==> config.mk <==
export PLATFORM = sky130hd
export DESIGN_NAME = qbus_dl11
export DESIGN_NICKNAME = d
export VERILOG_FILES = /design/src/rtl/qbus_dl11.sv
export SDC_FILE = /design/constraint.sdc
export NUM_CORES = 1
export LEC_CHECK = 0
export CAP_MARGIN = 40
export CORE_MARGIN = 5
export CORE_UTILIZATION = 56
export CTS_CLUSTER_DIAMETER = 100
export DETAILED_ROUTE_END_ITERATION = 10
export PLACE_DENSITY_LB_ADDON = 0.15
export SYNTH_ARGS = -nofsm -noshare
export SYNTH_HDL_FRONTEND = slang
export SYNTH_SLANG_ARGS = --single-unit
export TNS_END_PERCENT = 20
==> constraint.sdc <==
create_clock -name clk -period 1.8 [get_ports clk]
set_input_delay 0.18 -clock clk [delete_from_list [all_inputs] [get_ports clk]]
set_output_delay 0.18 -clock clk [all_outputs]
set_load 0.05 [all_outputs]
==> src/rtl/qbus_dl11.sv <==
// qbus_dl11: DL11-compatible console serial port as a QBUS slave.
// Decodes RCSR/RBUF/XCSR/XBUF in the I/O page and answers DIN, DOUT and IAKO cycles.
// Raises a vectored interrupt and runs an 8N1 UART on tx/rx.
module qbus_dl11 #(
    parameter logic [12:0] REG_BASE = 13'o17560,
    parameter logic [15:0] VEC_BASE = 16'o000060,
    parameter int          BAUD_DIV = 434
) (
    input  logic        clk,
    input  logic        rst,
    input  logic        init_n,
    input  logic [15:0] ad_n,
    output logic [15:0] ad_out_n,
    output logic        ad_oe,
    input  logic        sync_n,
    input  logic        bs_n,
    input  logic        din_n,
    input  logic        dout_n,
    input  logic        wtbt_n,
    input  logic        iako_n,
    output logic        rply_n,
    output logic        virq_n,
    input  logic        rx,
    output logic        tx
);

    localparam int            CW        = $clog2(BAUD_DIV);
    localparam logic [CW-1:0] BIT_LAST  = CW'(BAUD_DIV - 1);
    localparam logic [CW-1:0] HALF_LAST = CW'(BAUD_DIV / 2 - 1);

    typedef enum logic [2:0] {
        BUS_IDLE,
        BUS_RD,
        BUS_RD_RPLY,
        BUS_WR,
        BUS_WR_RPLY
    } bus_state_t;

    typedef enum logic [1:0] {
        RX_IDLE,
        RX_START,
        RX_DATA,
        RX_STOP
    } rx_state_t;

    // QBUS INIT acts exactly like the system reset
    logic srst;
    assign srst = rst | ~init_n;

    logic [15:0] ad_inv;
    assign ad_inv = ~ad_n;

    // Upper address bits are don't-care: bs_n already selects the I/O page
    logic unused_ad;
    assign unused_ad = &{1'b0, ad_inv[15:13]};

    // ------------------------------------------------------------------
    // Synchronizers for the bus strobes and rx: {sync, din, dout, iako, rx}
    // ------------------------------------------------------------------
    logic [4:0] meta, synced, prev;
    logic       s_din_n, s_dout_n, s_iako_n, s_rx;
    logic       sync_fall, sync_rise, rx_fall;

    // Two flops per strobe, plus a third copy used for edge detection
    always_ff @(posedge clk) begin
        // NOTE: non-blocking assignments so every flop samples pre-edge values.
        if (srst) begin
            meta   <= '1;
            synced <= '1;
            prev   <= '1;
        end else begin
            meta   <= {sync_n, din_n, dout_n, iako_n, rx};
            synced <= meta;
            prev   <= synced;
        end
    end

    assign s_din_n   = synced[3];
    assign s_dout_n  = synced[2];
    assign s_iako_n  = synced[1];
    assign s_rx      = synced[0];
    assign sync_fall = prev[4] & ~synced[4];
    assign sync_rise = ~prev[4] & synced[4];
    assign rx_fall   = prev[0] & ~synced[0];

    // ------------------------------------------------------------------
    // Address phase
    // ------------------------------------------------------------------
    logic       sel;
    logic [1:0] reg_idx;
    logic       addr_odd;

    // Latch the word address at SYNC and hold the select until SYNC is released
    always_ff @(posedge clk) begin
        if (srst) begin
            sel      <= 1'b0;
            reg_idx  <= 2'd0;
            addr_odd <= 1'b0;
        end else if (sync_fall) begin
            sel      <= ~bs_n && (ad_inv[12:3] == REG_BASE[12:3]);
            reg_idx  <= ad_inv[2:1];
            addr_odd <= ad_inv[0];
        end else if (sync_rise) begin
            sel <= 1'b0;
        end
    end

    // ------------------------------------------------------------------
    // Bus cycle FSM
    // ------------------------------------------------------------------
    bus_state_t bus_state, bus_next;
    logic       rd_go, iak_go, wr_go;
    logic       rx_req, tx_req;

    // Bus state register
    always_ff @(posedge clk) begin
        if (srst) bus_state <= BUS_IDLE;
        else      bus_state <= bus_next;
    end

    // Next state and one-cycle action strobes for read, vector and write
    always_comb begin
        // NOTE: every output gets a default first so no path infers a latch.
        bus_next = bus_state;
        rd_go    = 1'b0;
        iak_go   = 1'b0;
        wr_go    = 1'b0;
        case (bus_state)
            BUS_IDLE: begin
                if (!s_iako_n && !s_din_n) begin
                    if (rx_req || tx_req) begin
                        iak_go   = 1'b1;
                        bus_next = BUS_RD;
                    end
                end else if (sel && !s_din_n) begin
                    rd_go    = 1'b1;
                    bus_next = BUS_RD;
                end else if (sel && !s_dout_n) begin
                    bus_next = BUS_WR;
                end
            end
            BUS_RD:      bus_next = BUS_RD_RPLY;
            BUS_RD_RPLY: if (s_din_n) bus_next = BUS_IDLE;
            BUS_WR: begin
                wr_go    = 1'b1;
                bus_next = BUS_WR_RPLY;
            end
            BUS_WR_RPLY: if (s_dout_n) bus_next = BUS_IDLE;
            default:     bus_next = BUS_IDLE;
        endcase
    end

    logic [15:0] ad_drive_n;
    assign ad_oe    = (bus_state == BUS_RD) || (bus_state == BUS_RD_RPLY);
    assign rply_n   = ~((bus_state == BUS_RD_RPLY) || (bus_state == BUS_WR_RPLY));
    assign ad_out_n = ad_oe ? ad_drive_n : 16'hFFFF;

    // ------------------------------------------------------------------
    // Register file
    // ------------------------------------------------------------------
    logic       rx_ie, tx_ie, rx_done, tx_ready;
    logic       rx_or, rx_fe;
    logic [7:0] rx_data;
    logic [15:0] rd_data;

    // Read mux for the addressed register
    always_comb begin
        rd_data = '0;
        case (reg_idx)
            2'd0: begin
                rd_data[7] = rx_done;
                rd_data[6] = rx_ie;
            end
            2'd1: rd_data = {rx_or | rx_fe, rx_or, rx_fe, 5'd0, rx_data};
            2'd2: begin
                rd_data[7] = tx_ready;
                rd_data[6] = tx_ie;
            end
            default: rd_data = '0;
        endcase
    end

    // Capture read data or interrupt vector when the cycle starts
    always_ff @(posedge clk) begin
        if (srst)        ad_drive_n <= '1;
        else if (iak_go) ad_drive_n <= rx_req ? ~VEC_BASE : ~(VEC_BASE + 16'd4);
        else if (rd_go)  ad_drive_n <= ~rd_data;
    end

    // A byte write to the odd byte touches no implemented bit and is dropped
    logic wr_accept, rcsr_wr, xcsr_wr, xbuf_wr, rbuf_rd;
    assign wr_accept = wr_go && !(!wtbt_n && addr_odd);
    assign rcsr_wr   = wr_accept && (reg_idx == 2'd0);
    assign xcsr_wr   = wr_accept && (reg_idx == 2'd2);
    assign xbuf_wr   = wr_accept && (reg_idx == 2'd3);
    assign rbuf_rd   = rd_go && (reg_idx == 2'd1);

    // Interrupt enable bits
    always_ff @(posedge clk) begin
        if (srst) begin
            rx_ie <= 1'b0;
            tx_ie <= 1'b0;
        end else begin
            if (rcsr_wr) rx_ie <= ad_inv[6];
            if (xcsr_wr) tx_ie <= ad_inv[6];
        end
    end

    // ------------------------------------------------------------------
    // Transmitter: start bit goes out at the load edge, READY returns 10 bits later
    // ------------------------------------------------------------------
    logic          tx_busy, tx_line;
    logic [CW-1:0] tx_cnt;
    logic [3:0]    tx_bit;
    logic [8:0]    tx_sh;

    // Bit timing and shifting of the transmit frame
    always_ff @(posedge clk) begin
        if (srst) begin
            tx_busy  <= 1'b0;
            tx_ready <= 1'b1;
            tx_line  <= 1'b1;
            tx_cnt   <= '0;
            tx_bit   <= 4'd0;
            tx_sh    <= '1;
        end else if (xbuf_wr && tx_ready) begin
            tx_busy  <= 1'b1;
            tx_ready <= 1'b0;
            tx_line  <= 1'b0;
            tx_cnt   <= '0;
            tx_bit   <= 4'd0;
            tx_sh    <= {1'b1, ad_inv[7:0]};
        end else if (tx_busy) begin
            if (tx_cnt == BIT_LAST) begin
                tx_cnt <= '0;
                if (tx_bit == 4'd9) begin
                    tx_busy  <= 1'b0;
                    tx_ready <= 1'b1;
                    tx_line  <= 1'b1;
                end else begin
                    tx_line <= tx_sh[0];
                    tx_sh   <= {1'b1, tx_sh[8:1]};
                    tx_bit  <= tx_bit + 4'd1;
                end
            end else begin
                tx_cnt <= tx_cnt + 1'b1;
            end
        end
    end

    assign tx = tx_line;

    // ------------------------------------------------------------------
    // Receiver
    // ------------------------------------------------------------------
    rx_state_t     rx_state, rx_next;
    logic [CW-1:0] rx_cnt;
    logic [2:0]    rx_bit;
    logic [7:0]    rx_shift;
    logic          char_done;

    // Receiver state register
    always_ff @(posedge clk) begin
        if (srst) rx_state <= RX_IDLE;
        else      rx_state <= rx_next;
    end

    // Receiver sequencing: start check at half bit, then one sample per bit
    always_comb begin
        rx_next   = rx_state;
        char_done = 1'b0;
        case (rx_state)
            RX_IDLE:  if (rx_fall) rx_next = RX_START;
            RX_START: if (rx_cnt == HALF_LAST) rx_next = s_rx ? RX_IDLE : RX_DATA;
            RX_DATA:  if (rx_cnt == BIT_LAST && rx_bit == 3'd7) rx_next = RX_STOP;
            RX_STOP: begin
                if (rx_cnt == BIT_LAST) begin
                    char_done = 1'b1;
                    rx_next   = RX_IDLE;
                end
            end
            default: rx_next = RX_IDLE;
        endcase
    end

    // Receive datapath, status flags and the DONE set/clear arbitration
    always_ff @(posedge clk) begin
        if (srst) begin
            rx_cnt   <= '0;
            rx_bit   <= 3'd0;
            rx_shift <= '0;
            rx_data  <= '0;
            rx_done  <= 1'b0;
            rx_or    <= 1'b0;
            rx_fe    <= 1'b0;
        end else begin
            if (rx_state == RX_IDLE || rx_next != rx_state || rx_cnt == BIT_LAST)
                rx_cnt <= '0;
            else
                rx_cnt <= rx_cnt + 1'b1;

            if (rx_state == RX_START)
                rx_bit <= 3'd0;
            else if (rx_state == RX_DATA && rx_cnt == BIT_LAST) begin
                rx_shift <= {s_rx, rx_shift[7:1]};
                rx_bit   <= rx_bit + 3'd1;
            end

            // A character completing in the same clock as an RBUF read keeps DONE set
            if (char_done) begin
                rx_data <= rx_shift;
                rx_fe   <= ~s_rx;
                rx_or   <= rx_done;
                rx_done <= 1'b1;
            end else if (rbuf_rd) begin
                rx_done <= 1'b0;
            end
        end
    end

    // ------------------------------------------------------------------
    // Interrupt requests
    // ------------------------------------------------------------------
    logic rx_int, tx_int, rx_int_q, tx_int_q;
    assign rx_int = rx_done & rx_ie;
    assign tx_int = tx_ready & tx_ie;

    // Requests set on a rising DONE&IE / READY&IE, cleared by IE=0, RBUF read or ack
    always_ff @(posedge clk) begin
        if (srst) begin
            rx_int_q <= 1'b0;
            tx_int_q <= 1'b0;
            rx_req   <= 1'b0;
            tx_req   <= 1'b0;
        end else begin
            rx_int_q <= rx_int;
            tx_int_q <= tx_int;

            if (!rx_ie || rbuf_rd || (iak_go && rx_req)) rx_req <= 1'b0;
            else if (rx_int && !rx_int_q)                rx_req <= 1'b1;

            if (!tx_ie || (iak_go && !rx_req))           tx_req <= 1'b0;
            else if (tx_int && !tx_int_q)                tx_req <= 1'b1;
        end
    end

    assign virq_n = ~(rx_req | tx_req);

endmodule

==> flow_summary_export.csv, run 1 <==
group,metric,value,unit
status,status,"finished, final reports clean",
setup_path,cp.buffers_inverters,0,
sta,drv_slew,0,
synth,ys_types,52,
clock_tree,worstSkewPairLatency,0.35,ns
clock_tree,cts_sinks,93,
synth,synthCells,464,
floorplan,core_area,7180,um^2
placement,dp_hpwl,6040,um
synth,syn-mean-instance-area,8.80,um^2
sta,max-slew-margin-rel,0.448,
setup_path,crit_path_top_delay_cell,"nor3_2",
global_route,grt_pass1_wl,14100,um
finish,postLayoutCellArea,5060,um^2
drt,drc,0,
setup_path,startpoint_type,"flop",
drt,ant_nets,0,
drt,viasPerCell,5.62,
job,cap_violations,0,
synth,synth_flop_cell,"dfxtp_1",
finish,num-nets-final,543,
synth,ys_async_sr_fraction,0,
drt,wire_per_inst,13.9,um
setup_path,crit_fanout,13,
sta,min_period,1.76,ns
setup_path,max_stage_delay,0.68,ns
global_route,grt_max_degree,42,
placement,io_buffers,37,
power_and_ir_drop,power_density,770,nW/um^2
clock_tree,cts_tree,"built",
synth,yosys.area.top_type,"dfxtp_1",
finish,drive_gt1_frac,0.143,
finish,utilization,0.705,
placement,dpl_cell_area,4770,um^2
power_and_ir_drop,p_leak,1.79,nW
setup_path,cp.arrival,2.02,ns
drt,drtPass1Iterations,4,
floorplan,rows,31,
drt,drtIter0Drc,115,
synth,seq_area_frac_synth,0.456,
placement,gp_routability_congestion,0.858,
synth,yosysTopAreaCellShare,0.456,
drt,wl,8490,um
clock_tree,cts_max_level,3,
floorplan,die_x,95.4,um
synth,synthTopCellsByArea,"dfxtp_1 46%, nor2_1 4.0%, nand3_1 3.9%",
synth,synth-seq-cells,93,
floorplan,floorplan.initialDensity,0.569,
clock_tree,cts_hold_buf,0,
clock_tree,cts_inserted_buffers,9,
floorplan,dieArea,9100,um^2
synth,synth_warnings,0,
setup_path,path_delay_family,"simple AND/OR/NAND/NOR gates",
sta,fmax,568,MHz
placement,preCtsSetupSlack,-0.118,ns
drt,dr_total_vias,3434,
global_route,overflow,0,
synth,synth_edf_count,0,
global_route,antenna_found_initial,0,
floorplan,io-pin-count,46,
setup_path,path_cells,"nand3_1, nor3_2, nor4_1, a311oi_1",
sta,setup_viol,0,
sta,finalHoldViolations,0,
clock_tree,root_buffer,"clkbuf_8",
floorplan,die_h,95.4,um
finish,area_growth,23.8,%
global_route,grt.total_usage,0.192,
sta,worst_slack,0.0398,ns
sta,skew,0.0117,ns
setup_path,critPathKind,"reg2reg",
clock_tree,path_clk_slew,0.09,ns
setup_path,end_kind,"flop",
hold_path,hold_class,"in2reg",
power_and_ir_drop,ir_worst_vdd,496,uV
finish,antenna_cells,0,
sta,timing.final.crit_share,0.978,
synth,netlist_area,4080,um^2
clock_tree,cts_buffer_depth,2,
setup_path,cp.required,2.06,ns
global_route,grt_pass1_vias,3145,
sta,worst_pin_slew,0.824,ns
==> cell usage in the layout, fill, tap and decap left out, types with 5 or more instances in the layout <==
| cell type | Yosys | routed |
|---|---|---|
| dfxtp_1 | 93 | 91 |
| nor2_1 | 44 | 44 |
| nand3_1 | 32 | 32 |
| o21ai_0 | 32 | 32 |
| nand2_1 | 31 | 31 |
| clkdlybuf4s50_1 | 0 | 23 |
| buf_4 | 6 | 22 |
| nor4_1 | 22 | 21 |
| buf_12 | 0 | 16 |
| a21oi_1 | 15 | 15 |
| or3_1 | 14 | 14 |
| nand2b_1 | 14 | 14 |
| nor3_1 | 11 | 11 |
| xnor2_1 | 12 | 11 |
| inv_1 | 10 | 10 |
| ha_1 | 10 | 10 |
| clkbuf_8 | 0 | 9 |
| a311oi_1 | 7 | 7 |
| a31oi_1 | 7 | 7 |
| a211oi_1 | 7 | 7 |
| xor2_1 | 6 | 6 |
| nor2b_1 | 7 | 6 |
| nand4_1 | 5 | 5 |
| and3_1 | 5 | 5 |
| conb_1 | 1 | 5 |
==> flip-flops by register name (all words and copies together) (netlist names), 3 cells and up <==
register,count
meta,5
tx_cnt,9
rx_data,8
rx_bit,3
bus_state,3
tx_sh,8
rx_shift,8
ad_drive_n,11
synced,5
tx_bit,4
rx_cnt,9
==> final cells by class <==
class	count	area [um^2]
clock buffer	9	124
inverter	10	37.5
sequential	93	1860
tap	99	124
multi-input combinational	332	2070
clock inverter	7	120
fill	597	2120
timing repair buffer	61	716
==> power breakdown <==
group | leakage (nW) | switching [W] | internal (W) | total, W
Combinational | 0.921 | 0.0000838 | 0.0000749 | 0.000159
Clock | 0.120 | 0.000738 | 0.000930 | 0.00167
Sequential | 0.752 | 0.00000366 | 0.00206 | 0.00207
==> cells by family after synthesis <==
family	Yosys count	synth area share
AND/OR/NAND/NOR	214	0.295
AO/OA/AOI/OAI	82	0.125
adder cells (fa/ha/maj)	10	0.0306
buffers and inverters	44	0.0490
XOR/XNOR	18	0.0386
other	1	0.000919
flip-flops	93	0.456
multiplexers	2	0.00490
==> cell usage after synthesis, types with 7 or more instances <==
cell type	number
dfxtp_1	93
nor2_1	44
nand3_1	32
o21ai_0	32
nand2_1	31
nor4_1	22
a21oi_1	15
clkbuf_1	15
nand2b_1	14
or3_1	14
xnor2_1	12
nor3_1	11
buf_2	10
ha_1	10
inv_1	10
a211oi_1	7
a311oi_1	7
a31oi_1	7
nor2b_1	7
==> layer usage <==
layer,vias to the layer above,global-route usage,share of wire
met5,-,0,0
li1,1747,-,-
met2,64,0.321,0.47
met1,1613,0.254,0.48
met3,10,0.0403,0.035
met4,0,0.0498,0.0085
==> worst paths after layout <==
path,start,endpoint,cells past startpoint,slack (ns)
max,tx_ready,tx_sh[6],4,0.04
min,rx,meta[0],2,0.39
max reg2reg,tx_ready,tx_sh[6],4,0.04
min reg2reg,meta[3],synced[3],1,0.42
==> stage by stage <==
step	setup TNS (ns)	total power [W]	hold slack, ns	instances
finish	0	0.00389	0.389	611
global route	-0.0220	0.00402	0.376	611
CTS	0	0.00392	0.372	609
detailed placement	-0.693	0.00227	0.396	593
global placement	-0.00884	0.00227	0.395	593
floorplan	0	0.00219	0.276	468
==> worst register-to-register path, delay by kind of cell, from the launching register on <==
kind            cells  cell delay, ns
simple gates        3            1.02
flops               1            0.42
compound gates      1            0.24
==> timing repair <==
action,4_1_cts,5_1_grt
gates resized for setup,2,5
setup buffers,0,1
endpoints found under the setup margin,18,19
cloned,0,1
pin swaps,1,2
No activity file was read; power rests on OpenSTA's default activity.
==> inputs of run 2 (changes only) <==
CORE_UTILIZATION = 50   (was 56)
SKIP_LAST_GASP = 1   (was unset)
==> run 2 against run 1 <==
Effect of this change:
- non-clock buffer count is 3 lower
- sequential power hardly changed
- first-iteration DRC count is 44% higher
- clock skew is 0.0016 ns higher
- hold slack worse by 0.0064 ns
- design area is 1.5% lower
==> flow_summary_export.csv, run 2 (synthesis gave the netlist of run 1 again) <==
group,metric,value,unit
floorplan,die_h,100,um
placement,io_buffers,37,
finish,largest_register_ffs,11,
finish,area_growth,22.0,%
sta,timing.final.crit_share,0.955,
drt,ant_nets,0,
drt,drtIter0Drc,166,
clock_tree,cts_max_level,3,
floorplan,rows,33,
placement,post-place-cells,596,
global_route,grt_pass1_wl,14600,um
power_and_ir_drop,internal_power,0.00278,W
drt,wl,8350,um
global_route,grt_max_degree,42,
finish,nFillCells,734,
clock_tree,root_buffer,"clkbuf_8",
global_route,grt_pass1_vias,3275,
setup_path,cp.arrival,1.54,ns
drt,drc,0,
clock_tree,worstSkewPairLatency,0.36,ns
finish,drive_gt1_frac,0.136,
finish,utilization,0.615,
setup_path,end_kind,"output pin",
global_route,antenna_found_initial,0,
power_and_ir_drop,combPwrFrac,0.042,
finish,antenna_cells,0,
finish,layout_common_cells,"91 x dfxtp_1, 44 x nor2_1, 32 x nand3_1, 32 x o21ai_0, 31 x nand2_1",
clock_tree,cts_buffer_depth,2,
finish,reg.largest.list,"ad_drive_n (11), rx_cnt (9), tx_cnt (9)",
sta,rsz0062_at_grt,"true",
drt,top_layer,"met4",
status,status,"finished, final reports clean",
power_and_ir_drop,swShare,0.229,
placement,dp_hpwl,6010,um
power_and_ir_drop,power_density,724,nW/um^2
clock_tree,cts_tree,"built",
floorplan,io-pin-count,46,
clock_tree,cts_hold_buf,0,
power_and_ir_drop,clkPwrFrac,0.385,
setup_path,critPathKind,"reg2out",
floorplan,dieArea,10100,um^2
clock_tree,cts_inserted_buffers,9,
sta,fmax,582,MHz
placement,gp_routability_congestion,0.838,
power_and_ir_drop,p_seq_frac,0.573,
power_and_ir_drop,p_leak,1.74,nW
drt,dr_total_vias,3395,
drt,routed-wl-met2,3960,um
drt,wire_per_inst,13.6,um
finish,final_cells,614,
finish,final_common_cell,"dfxtp_1",
drt,viasPerCell,5.53,
global_route,grt.total_usage,0.176,
sta,finalHoldViolations,0,
sta,max-slew-margin-rel,0.465,
sta,worst_pin_slew,0.799,ns
sta,skew,0.0133,ns
drt,wl_met1,3930,um
sta,drv_slew,0,
global_route,overflow,0,
hold_path,hold_class,"in2reg",
clock_tree,cts_sinks,93,
clock_tree,path_clk_slew,0.09,ns
setup_path,startpoint_type,"flop",
finish,num-nets-final,540,
power_and_ir_drop,ir_worst_vdd,497,uV
power_and_ir_drop,p_switching,0.000826,W
setup_path,cp.required,1.62,ns
job,cap_violations,0,
finish,largest-register,"ad_drive_n",
drt,drtPass1Iterations,4,
sta,min_period,1.72,ns
setup_path,crit_fanout,12,
floorplan,core_area,8090,um^2
sta,setup_viol,0,
floorplan,floorplan.initialDensity,0.504,
floorplan,die_x,100,um
drt,met3_wirelength,369,um
power_and_ir_drop,power,0.00360,W
## run 2: cell types whose count changed in the layout (fill, tap and decap cells not counted), sizes merged
cell      before  now
buf           38   35
bufinv         3    1
inv           12   11
clkinv         1    2
clkinvlp       1    3
## run 2: what timing repair did
item,CTS,global route
gates resized for setup,3,2
buffers inserted,0,1
endpoints found under the setup margin,12,24
hold endpoints to repair,0,0
pin swaps,0,2
cloned,0,1
## run 2: area by class of cell
cell class / instances / area, um^2 / share of cell area
clock buffer: 9 / 124 / 0.0249
clock inverter: 7 / 75.1 / 0.0151
inverter: 10 / 37.5 / 0.00754
multi-input combinational: 332 / 2070 / 0.415
sequential: 93 / 1860 / 0.374
tap: 105 / 131 / 0.0264
timing repair buffer: 58 / 681 / 0.137
## run 2: metrics by stage
step / hold WS (ns) / setup WS [ns] / TNS (ns) / instance area (um^2)
CTS: 0.369 / 0.00600 / 0 / 4960
global route: 0.364 / -0.0509 / -0.382 / 4980
global placement: 0.391 / -0.0130 / -0.0712 / 4750
finish: 0.382 / 0.0810 / 0 / 4980
floorplan: 0.276 / 0.0155 / 0 / 4100
detailed placement: 0.393 / -0.101 / -0.526 / 4750
## run 2: worst max-delay path: stages, from the launching register on
cell,delay [ns]
dfxtp_2,0.38
xnor2_2,0.23
or3_1,0.40
buf_12,0.17
## run 2: path summary, 6_finish.rpt
path                start           to  slack [ns]  cells after the start
max          bus_state[0]  ad_out_n[2]        0.08                      3
min                dout_n      meta[2]        0.38                      2
max reg2reg     tx_cnt[1]    tx_bit[3]        0.09                      7
min reg2reg       meta[2]    synced[2]        0.41                      1
## run 2: per-layer routing
layer,GRT usage,vias to the layer above
met2,0.291,69
met1,0.223,1579
met5,0,-
met4,0.0694,0
li1,-,1738
met3,0.0389,9
## run 2: power by group through the flow
| stage | registers [W] | logic, W | clock network [W] |
|---|---|---|---|
| finish | 0.00207 | 0.000152 | 0.00139 |
| floorplan | 0.00211 | 0.0000809 | 0 |
| detailed placement | 0.00211 | 0.000152 | 0 |
| global placement | 0.00211 | 0.000150 | 0 |
| global route | 0.00207 | 0.000163 | 0.00151 |
| CTS | 0.00207 | 0.000152 | 0.00143 |
==> inputs of run 3 (changes only) <==
CTS_CLUSTER_SIZE = 14   (was unset)
==> results of run 3 <==
Final layout, timing and power as in run 2 (identical DEF).
==> RTL edit, RTL diff (config.mk and constraints of run 2) <==
Re-encode `rx_state_t` (4 states) as one-hot, 4 bits wide.
--- a/src/rtl/qbus_dl11.sv
+++ b/src/rtl/qbus_dl11.sv
@@ -36,11 +36,11 @@
         BUS_WR_RPLY
     } bus_state_t;
 
-    typedef enum logic [1:0] {
-        RX_IDLE,
-        RX_START,
-        RX_DATA,
-        RX_STOP
+    typedef enum logic [3:0] {
+        RX_IDLE  = 4'b0001,
+        RX_START = 4'b0010,
+        RX_DATA  = 4'b0100,
+        RX_STOP  = 4'b1000
     } rx_state_t;
 
     // QBUS INIT acts exactly like the system reset
Formal check against the unedited RTL: same outputs for any inputs over 10 cycles, from zero or initial values; not proved beyond that.
==> RTL edit against run 2 <==
  * Final area grew 7.4%
  * Global-route usage grew 0.38 points
  * Total power shrank 0.85%
  * Sequential cell count grew 2
  * Synthesized area grew 4.0%
  * Clock power shrank 6%
  * Wire length grew 4.9%
  * Setup slack lost 48 ps
  * Largest cell class unchanged
==> RTL edit: results (changes against run 2) <==
[outcome]
status = completed  ; unchanged

[critical_path]
r2r_cells = 5  ; was 7
cpLargestDelayFamily = simple AND/OR/NAND/NOR gates  ; unchanged
cp.arrival_ps = 2030  ; was 1540 ps
critPathMaxFanout = 7  ; was 12
critical-path-slowest-cell = or4b_1  ; was or3_1
crit_path_max_incr_delay_ps = 530  ; was 400 ps

[hold_path]
hold_class = in2reg  ; unchanged

[layout]
seqCellArea_sq_um = 1910  ; was 1860 sq um
antenna_cells = 0  ; unchanged
drive_above_1_share = 0.187  ; was 0.136
fillCellCount = 714  ; was 734
finalNetCount = 562  ; was 540

[route]
dr.pass1.iters = 4  ; unchanged
viasPerCell = 5.42  ; was 5.53
routed.top_layer = met4  ; unchanged
dr_wl_met2_um = 4270  ; was 3960 um
wl_met1_um = 4030  ; was 3930 um
dr_wl_met3_um = 367  ; was 369 um
wl_um = 8760  ; was 8350 um
drtIter0Drc = 88  ; was 166
wire_per_inst_um = 13.8  ; was 13.6 um

[power_and_ir_drop]
p_total_mw = 3.57  ; was 3.60 mW
clockPowerShare = 0.367  ; was 0.385
leakage_nw = 1.92  ; was 1.74 nW
p_int_mw = 2.78  ; about the same
peakVddDrop_v = 0.000475  ; was 0.000497 V
p_comb_mw = 0.151

[place]
hpwl_um = 6420  ; was 6010 um
placed_area_sq_um = 5030  ; was 4750 sq um
globalplace.congestion = 0.854  ; was 0.838
place_ws_ps = -73.6  ; was -101 ps
dpl.cell_count = 617  ; was 596

[timing]
clock_skew_ps = 7.70  ; was 13.3 ps
report.final.setup_viol = 0  ; unchanged
slew_viol_final = 0  ; unchanged

[grt]
antenna_found_initial = 0  ; unchanged
grtUsageMet3 = 0.0451  ; was 0.0389
grt_pass1_wl_um = 15200  ; was 14,600 um
grt_util_met2 = 0.305  ; was 0.291
grt_max_degree = 43  ; was 42
met1_usage = 0.228  ; was 0.223
grt_pass1_vias = 3402  ; was 3,275
grt_use_total = 0.180  ; was 0.176

[logic_synthesis]
ys_top_cells_by_area = dfxtp_1 (45%), mux2i_1 (5.9%), nor2_1 (5.0%)  ; was dfxtp_1 (46%), nor2_1 (4.0%), nand3_1 (3.9%)
yosys_warnings = 0  ; unchanged
yosys.area_share.xor_xnor = 0.0433  ; was 0.0386
synth_compound_area_frac = 0.0943  ; was 0.125
synthAdderAreaFrac = 0.0295  ; was 0.0306
synth_area_per_cell_sq_um = 9.15  ; was 8.80 sq um
synthArstFlopShare = 0  ; unchanged
synthMuxAreaShare = 0.0589  ; was 0.00490
ys_seq_area_frac = 0.448  ; was 0.456
synth.distinct_cells = 59  ; was 52
synth_common_cells = dfxtp_1 (95), nor2_1 (57), nand2_1 (32)  ; was dfxtp_1 (93), nor2_1 (44), nand3_1 (32), o21ai_0 (32), nand2_1 (31)

[clocking]
cts_buffer_depth = 2  ; unchanged
htree_levels = 3  ; unchanged
clk_latency_ps = 360  ; about the same
cts_root_buf = clkbuf_8  ; unchanged
clkTransAtPathRegs_ps = 90  ; about the same

==> RTL edit: cell count changes in the layout (fill, tap and decap cells not counted), sizes merged, moves of 12 or more <==
cell and change:
buf +17, mux2i +23, nand3 -22, nor2 +12, o21ai -20
==> RTL edit: what timing repair did <==
action                                  4_1_cts  5_1_grt
pin swaps                                     1        5
gates cloned                                  1        1
setup buffers                                 2        0
endpoints found under the hold margin         0        0
resized for setup                             7       19
endpoints found under the setup margin       37       44
==> RTL edit: final timing paths <==
path                  start        end  slack, ps
hold reg to reg     meta[0]  synced[0]        410
hold / removal           rx    meta[0]        380
setup / recovery  tx_cnt[2]   tx_sh[5]         30
setup reg to reg  tx_cnt[2]   tx_sh[5]         30
==> RTL edit: area by class of cell <==
class | count | area share
clock buffer | 13 | 0.0316
clock inverter | 2 | 0.00281
inverter | 13 | 0.00912
multi-input combinational | 331 | 0.417
sequential | 95 | 0.357
tap | 105 | 0.0246
timing repair buffer | 76 | 0.158
